==> src/rtl/onehot_decoder_hs.sv <==
// onehot_decoder_hs: registered index-to-one-hot decoder with valid/ready intake, minimum hold and error counting
module onehot_decoder_hs #(
  parameter int N_OUT       = 8,
  parameter int IDX_W       = 3,
  parameter int HOLD_CYCLES = 4,
  parameter int ERR_CNT_W   = 8
) (
  input  logic                 clk,
  input  logic                 rst,
  input  logic                 in_valid_i,
  output logic                 in_ready_o,
  input  logic [IDX_W-1:0]     in_idx_i,
  input  logic                 in_invalid_i,
  output logic [N_OUT-1:0]     out_onehot_o,
  output logic                 out_valid_o,
  input  logic                 out_ready_i,
  output logic                 busy_o,
  input  logic                 err_clr_i,
  output logic [ERR_CNT_W-1:0] err_count_o,
  output logic                 err_flag_o
);
  localparam int NI    = 2 ** IDX_W;
  localparam int CNT_W = HOLD_CYCLES > 1 ? $clog2(HOLD_CYCLES) : 1;
  typedef enum logic [1:0] {IDLE, HOLD, WAIT} state_t;
  state_t               state_q, state_d;
  logic [N_OUT-1:0]     onehot_q, onehot_d;
  logic                 valid_q, valid_d;
  logic [CNT_W-1:0]     cnt_q, cnt_d;
  logic [ERR_CNT_W-1:0] err_cnt_q, err_cnt_d, err_base;
  logic                 err_flag_q, err_flag_d;
  logic [NI-1:0]        dec;
  logic                 accept, reject;
  assign in_ready_o   = state_q == IDLE;
  assign busy_o       = !in_ready_o;
  assign out_onehot_o = onehot_q;
  assign out_valid_o  = valid_q;
  assign err_count_o  = err_cnt_q;
  assign err_flag_o   = err_flag_q;
  // an index that decodes outside the N_OUT outputs lights no bit and is rejected
  assign dec    = NI'(1) << in_idx_i;
  assign accept = in_valid_i & in_ready_o;
  assign reject = accept & (in_invalid_i | ~|dec[N_OUT-1:0]);
  always_comb begin
    state_d  = state_q;
    onehot_d = onehot_q;
    valid_d  = valid_q;
    cnt_d    = cnt_q;
    unique case (state_q)
      IDLE: if (accept && !reject) begin
        state_d  = HOLD;
        onehot_d = dec[N_OUT-1:0];
        valid_d  = 1'b1;
        cnt_d    = CNT_W'(HOLD_CYCLES - 1);
      end
      HOLD: if (cnt_q != '0) cnt_d = cnt_q - 1'b1;
            else if (out_ready_i) begin
              state_d  = IDLE;
              onehot_d = '0;
              valid_d  = 1'b0;
            end else state_d = WAIT;
      WAIT: if (out_ready_i) begin
        state_d  = IDLE;
        onehot_d = '0;
        valid_d  = 1'b0;
      end
      default: state_d = IDLE;
    endcase
  end
  // clear takes effect before a same-edge reject is counted
  assign err_base   = err_clr_i ? '0 : err_cnt_q;
  assign err_cnt_d  = reject && !(&err_base) ? err_base + 1'b1 : err_base;
  assign err_flag_d = reject | (err_flag_q & ~err_clr_i);
  always_ff @(posedge clk or posedge rst) begin
    if (rst) begin
      state_q    <= IDLE;
      onehot_q   <= '0;
      valid_q    <= 1'b0;
      cnt_q      <= '0;
      err_cnt_q  <= '0;
      err_flag_q <= 1'b0;
    end else begin
      state_q    <= state_d;
      onehot_q   <= onehot_d;
      valid_q    <= valid_d;
      cnt_q      <= cnt_d;
      err_cnt_q  <= err_cnt_d;
      err_flag_q <= err_flag_d;
    end
  end
endmodule

==> config.mk <==
export PLATFORM = sky130hd
export DESIGN_NAME = onehot_decoder_hs
export DESIGN_NICKNAME = d
export VERILOG_FILES = /design/src/rtl/onehot_decoder_hs.sv
export SDC_FILE = /design/constraint.sdc
export NUM_CORES = 1
export LEC_CHECK = 0
export ABC_AREA = 1
export CAP_MARGIN = 0
export CORE_AREA = 2 2 69 71
export DETAILED_ROUTE_END_ITERATION = 7
export DIE_AREA = 0 0 71 73
export GPL_ROUTABILITY_DRIVEN = 1
export GPL_TIMING_DRIVEN = 0
export RECOVER_POWER = 25
export SLEW_MARGIN = 20
export SYNTH_ARGS = -nofsm -noshare
export SYNTH_HDL_FRONTEND = slang
export SYNTH_SLANG_ARGS = --single-unit
==> constraint.sdc <==
create_clock -name clk -period 2.5 [get_ports clk]
set_input_delay 0.25 -clock clk [delete_from_list [all_inputs] [get_ports clk]]
set_output_delay 0.25 -clock clk [all_outputs]
set_load 0.01 [all_outputs]
==> results.md, run 1 <==
* Initial antenna violation count at 0
* Die width at between 70 and 80 um
* Post-Place Worst Slack at 0.329 ns
* RSZ-0062 raised after global routing: no
* P_sw at between 0.5 and 0.6 mW
* Syn nets at about 180
* Fill count at 470
* Sw frac at a little under two fifths
* Routability cong. at between 0.7 and 0.8
* WHS Path Cells at 2
* Reg area at 551 um^2
* Vias in the first global route at slightly below 1000
* WL final at ~2500 um
* Pwr dens at roughly 900 nW/um^2
* Mapped cell area at 1280 um^2
* Worst skew pair latency at 0.26 ns
* DP HPWL at roughly 1900 um
* Distinct cells, synth at 22
* Synth top area cells: dfrtp_1 43%, nand2_1 16%, inv_1 7.1%
* Post-synth top area share at between 40 and 50%
* Startpoint types: input port
* CTS Buf Count at 3
* Crit-path max cell delay at around 0.51 ns
* Fin. Hold Viols at 0
* R2R Path End: err_count_o[5]$_DFF_PP0_
* Gr usage total at about a tenth
* CTS Buffer Depth at 2
* Leak at roughly 0.9 nW
* Grt ovf at 0
* Tmin final at 1.86 ns
* DRT Pass-1 Iters at 5
* Final setup margin at 0.639 ns
* Status: finished clean
* Hold Path Origin: err_flag_o$_DFF_PP0_
* Antenna Cells at 0
* Worst reg-to-reg path cell count at 10
* YS warnings at 0
* Area of the multi-input gates at ~620 um^2
* Routed len/inst at 10.0 um
* Reg2reg start: err_count_o[1]$_DFF_PP0_
* Power share of the clock group at about 18%
* Buf/Inv on CP at 4
* Clock skew at 0.00186 ns
* CP max-delay cell: clkdlybuf4s50_1
* Worst-Margin Slew at 0.852 ns
* Fmax at between 0.5 and 0.6 GHz
* Mean Syn Cell Area at around 7.9 um^2
* Synth Register Bits at 22
* Reg clk slew, reported paths at about 0.08 ns
* Worst Hold Class: reg -> reg
* CP Capture Type: flip-flop
* Mapped Cells at roughly 160
* Root buf cell: clkbuf_8
* Antenna Nets Post-Route at 0
* Crit path top cell by count: nand2_1
* Vias per cell at approximately 4.4
* Int Power at around 0.92 mW
* First-pass GRT wire length at 4420 um
* VDD IR max at about 640 uV
* Largest net degree at the start of global routing at 23
* Die height at around 73 um
* Post-synthesis sequential area ratio at between 40% and 50%
* Vias at roughly 1100
* Post-CTS Resized at 0
* Critical path arrival at 2.02 ns
* H-tree depth at 1
* Leading cell type in the layout, fill and taps excluded: nand2_1
* Die Area at 5180 um^2
* Site Rows at 25
* Fin. max-slew vios at 0
* CP cell instances: clkdlybuf4s50_1 > inv_4 > nand2_1 > inv_1 > ha_1 > nand2_1 > nor2_8 > nand3b_4 > nand2_4 > inv_4 > nand2_1 > nand2_1
* Commonest non-fill, non-tap cells in the layout: 55 x nand2_1, 27 x clkdlybuf4s50_1, 24 x inv_1
* CTS tree: yes
* Port bufs at 28
* Cell family with most CP delay: buffers and inverters
* Hold_buf cts at 0
* Post-CTS setup buffers at 0
* Drt initial violations at between 40 and 50
* Worst Path Class, Setup: in -> reg
* Layout cells sized above 1 at under 10%
* Max_slew headroom at between 40% and 50%
* CTS sink cnt at 22
* Area of the core at between 4000 and 5000 um^2
* Critical path data required time at 2.66 ns
* Setup TNS at 0 ns
* Yosys top cell by area: dfrtp_1
* R2r setup slk at approximately 0.92 ns
* Sequential power share at 35.4%
* I/O Pins at 29
* Hold worst-path end: err_flag_o$_DFF_PP0_
* Max Fanout on Critical Path at 10
* DRC Markers at 0
* Starting Density at around 28%
* Period utilization at about three quarters
* Synth-to-layout area growth at 31.5%
* Max cap viols at 0
* Final setup fails at 0
* # nets final at ~210
* Gate power share at between 40 and 50%
-- worst max path at each step --
stage                                         from                  endpoint  cells past startpoint
final                                    err_clr_i  err_count_o[5]$_DFF_PP0_                     12
after global routing                     err_clr_i  err_count_o[2]$_DFF_PP0_                     12
after CTS                                err_clr_i  err_count_o[5]$_DFF_PP0_                     12
after detailed placement                 err_clr_i  err_count_o[5]$_DFF_PP0_                     12
after global placement                   err_clr_i  err_count_o[7]$_DFF_PP0_                     12
after floorplan           err_count_o[1]$_DFF_PP0_  err_count_o[7]$_DFF_PP0_                     10
-- final cells by class --
type                       instances  share of cell area, %
multi-input combinational        114                   37.2
clock buffer                       4                   3.28
timing repair buffer              28                   16.7
tap                               54                   4.02
inverter                          26                   6.11
sequential                        22                   32.8
-- per-stage QoR --
stage	util [%]	power [mW]	hold slack (ns)	area, um^2	cells
floorplan	-	0.928	0.239	1280	162
global placement	35.8	1.25	0.472	1630	244
detailed placement	35.8	1.25	0.472	1630	244
CTS	37.0	1.52	0.496	1680	248
global route	37.0	1.62	0.506	1680	248
finish	37.0	1.49	0.491	1680	248
-- power groups by stage --
stage               Clock [mW]  Combinational, mW  Sequential, mW
global route             0.286              0.791           0.542
finish                   0.261              0.701           0.528
floorplan                    0              0.362           0.566
global placement             0              0.713           0.534
detailed placement           0              0.713           0.533
CTS                      0.274              0.716           0.530
-- routing by layer --
layer  track usage (%)  part of all wire [%]  vias up
met2              17.0                    48       26
li1                  -                     -      570
met3              3.59                   5.6        5
met5                 0                     0        -
met4              2.52                  0.56        0
met1              14.0                    46      490
-- kinds of logic after synthesis --
group / after synthesis / share of synthesized area, %
buf+inv: 26 / 8.03
fa+ha+maj: 7 / 6.86
flops: 22 / 43.1
simple gates: 89 / 34.1
xor+xnor: 2 / 1.37
compound gates: 16 / 6.56
-- cell usage after synthesis --
cell type / count
nand2_1: 55
nand2_2: 1
inv_1: 24
a21oi_1: 4
nor2_8: 1
dfrtp_1: 22
nor2_4: 2
nand2_4: 1
nand3b_1: 1
o21ai_0: 3
o21ai_2: 1
nand4_1: 1
o21ai_1: 8
ha_1: 7
xor2_1: 1
inv_4: 2
nand2_8: 1
nor3_1: 2
nor2_1: 8
xnor2_1: 1
nand3_1: 15
nand3b_4: 1
-- sequential cells by signal, indices dropped and copies added (netlist names) --
signal	flops
out_valid_o	1
err_count_o	8
state_q	2
cnt_q	2
err_flag_o	1
out_onehot_o	8
-- worst reg2reg max path: cells and delay by family, from the launching register on --
family | cells | cell delay [ns]
flip-flops | 1 | 0.39
buffers and inverters | 2 | 0.11
adder cells (fa/ha/maj) | 1 | 0.21
AND/OR/NAND/NOR | 7 | 0.77
Power figures use the tool's default switching activity.
==> run 2: changes to the inputs <==
==> constraint.sdc (replaced) <==
create_clock -name clk -period 1.9 [get_ports clk]
set_input_delay 0.19 -clock clk [delete_from_list [all_inputs] [get_ports clk]]
set_output_delay 0.19 -clock clk [all_outputs]
set_load 0.01 [all_outputs]
==> run 2 against run 1 <==
Effect of this change: critical path depth fell by 8; largest power group unchanged; global-route usage did not move; sequential share of layout area fell by 0.24 points; via count rose by 0.55%; first-iteration DRC count rose by 13%; cell count rose by 0.40%; combinational power rose by 34%; final area rose by 0.74%.
==> results.md, run 2 (synthesis results as in run 1) <==
* DR top layer: met4
* Vias in the first global route at roughly 970
* Setup crit start: state_q[0]$_DFFE_PP0P_
* Startpoint types: flip-flop
* Starting Density at about 28%
* Grt ovf at 0
* Tmin final at about 1.8 ns
* Reg clk slew, reported paths at 0.08 ns
* Pwr dens at between 1000 and 1500 nW/um^2
* Max_slew headroom at between 40% and 50%
* Antenna Cells at 0
* Largest net degree at the start of global routing at 23
* CTS Buf Count at 3
* Worst-Margin Slew at between 0.8 and 0.9 ns
* Die height at about 73 um
* Final setup fails at 0
* Drt initial violations at between 50 and 60
* Placement Cell Area at between 1500 and 2000 um^2
* Period utilization at approximately 95%
* Fin. max-slew vios at 0
* DRC Markers at 0
* WL met2 at 1200 um
* CTS Buffer Depth at 2
* First-pass GRT wire length at 4420 um
* Routed len/inst at between 10 and 15 um
* Reg2reg start: err_count_o[1]$_DFF_PP0_
* Site Rows at 25
* Worst reg-to-reg path cell count at 10
* Synth-to-layout area growth at 32.5%
* I/O Pins at 29
* Overall power at between 1.5 and 2 mW
* Max Fanout on Critical Path at 4
* WL final at 2510 um
* VDD IR max at roughly 850 uV
* CTS tree: yes
* Worst Hold Class: in -> reg
* Critical path data required time at between 1.5 and 2 ns
* Routability cong. at roughly 0.73
* Leading cell type in the layout, fill and taps excluded: nand2_1
* Design Area, Final at 1690 um^2
* CP Capture Type: output pin
* Area of the core at between 4000 and 5000 um^2
* Setup crit end: busy_o
* Commonest non-fill, non-tap cells in the layout: 55 x nand2_1, 26 x clkdlybuf4s50_1, 24 x inv_1
* Fill count at ~470
* Vias per cell at roughly 4.4
* # nets final at roughly 210
* DP HPWL at between 1500 and 2000 um
* Fmax at between 0.5 and 0.6 GHz
* Die width at 71 um
* Final setup margin at 0.104 ns
* Die Area at ~5200 um^2
* WHS Path Cells at 4
* Root buf cell: clkbuf_8
* Gr usage total at approximately a tenth
* Layout cells sized above 1 at under 10%
* Hold Path Origin: err_clr_i
* Worst skew pair latency at between 0.2 and 0.3 ns
* Hold_buf cts at 0
* Post-Place Worst Slack at -0.211 ns
* CTS sink cnt at 22
* Status: finished clean
* R2r setup slk at 0.32 ns
* Fin. Hold Viols at 0
* H-tree depth at 1
* WL met3 at 131 um
* DRT Pass-1 Iters at 4
* Leak at between 0.8 and 0.9 nW
* Max cap viols at 0
* Clock skew at 0.00231 ns
* Antenna Nets Post-Route at 0
* Detailed-route wire length on metal 1 at ~1200 um
* Worst Path Class, Setup: reg -> out
* R2R Path End: err_count_o[5]$_DFF_PP0_
* Vias at between 1000 and 1500
* Initial antenna violation count at 0
* Port bufs at 28
* Critical path arrival at approximately 1.6 ns
## run 2: what timing repair did
| action | in CTS | in global routing |
|---|---|---|
| setup buffers | 0 | 1 |
| resized for setup | 0 | 2 |
| endpoints found under the setup margin | 0 | 7 |
## run 2: power breakdown
group	internal (mW)	switching [mW]
sequential	0.613	0.0816
combinational	0.425	0.513
clock	0.185	0.158
total	1.22	0.752
## run 2: stage by stage
stage               hold WS, ns  instances  TNS [ns]  utilization (%)
CTS                       0.436        248         0             37.0
global placement          0.472        244     -1.34             35.8
finish                    0.374        249         0             37.3
global route              0.416        249  -0.00341             37.3
detailed placement        0.472        244     -1.35             35.8
floorplan                 0.179        162         0                -
## run 2: layout make-up
type / instances / area, um^2 / area share, %
sequential: 22 / 551 / 32.5
timing repair buffer: 29 / 290 / 17.1
multi-input combinational: 114 / 624 / 36.9
inverter: 26 / 105 / 6.21
tap: 54 / 67.6 / 3.99
clock buffer: 4 / 55.1 / 3.25
## run 2: how the worst min path moves through the flow
stage                                to  slack, ns
4_1_cts            cnt_q[1]$_DFFE_PP0P_       0.44
6_report       err_count_o[6]$_DFF_PP0_       0.37
3_3_place_gp    out_valid_o$_DFFE_PP0P_       0.47
5_1_grt        err_count_o[6]$_DFF_PP0_       0.42
3_5_place_dp    out_valid_o$_DFFE_PP0P_       0.47
2_1_floorplan      cnt_q[0]$_DFFE_PP0P_       0.18
## run 2: layer usage
layer | vias up | global-route usage (%)
met3 | 5 | 3.59
met4 | 0 | 2.52
li1 | 570 | -
met2 | 26 | 17.0
met1 | 496 | 14.0
met5 | - | 0
## run 2: critical path, cell delays in order, from the launching register on
cell and delay (ns):
dfrtp_1 0.39, inv_1 0.09, ha_1 0.25, inv_1 0.08, clkdlybuf4s50_1 0.53
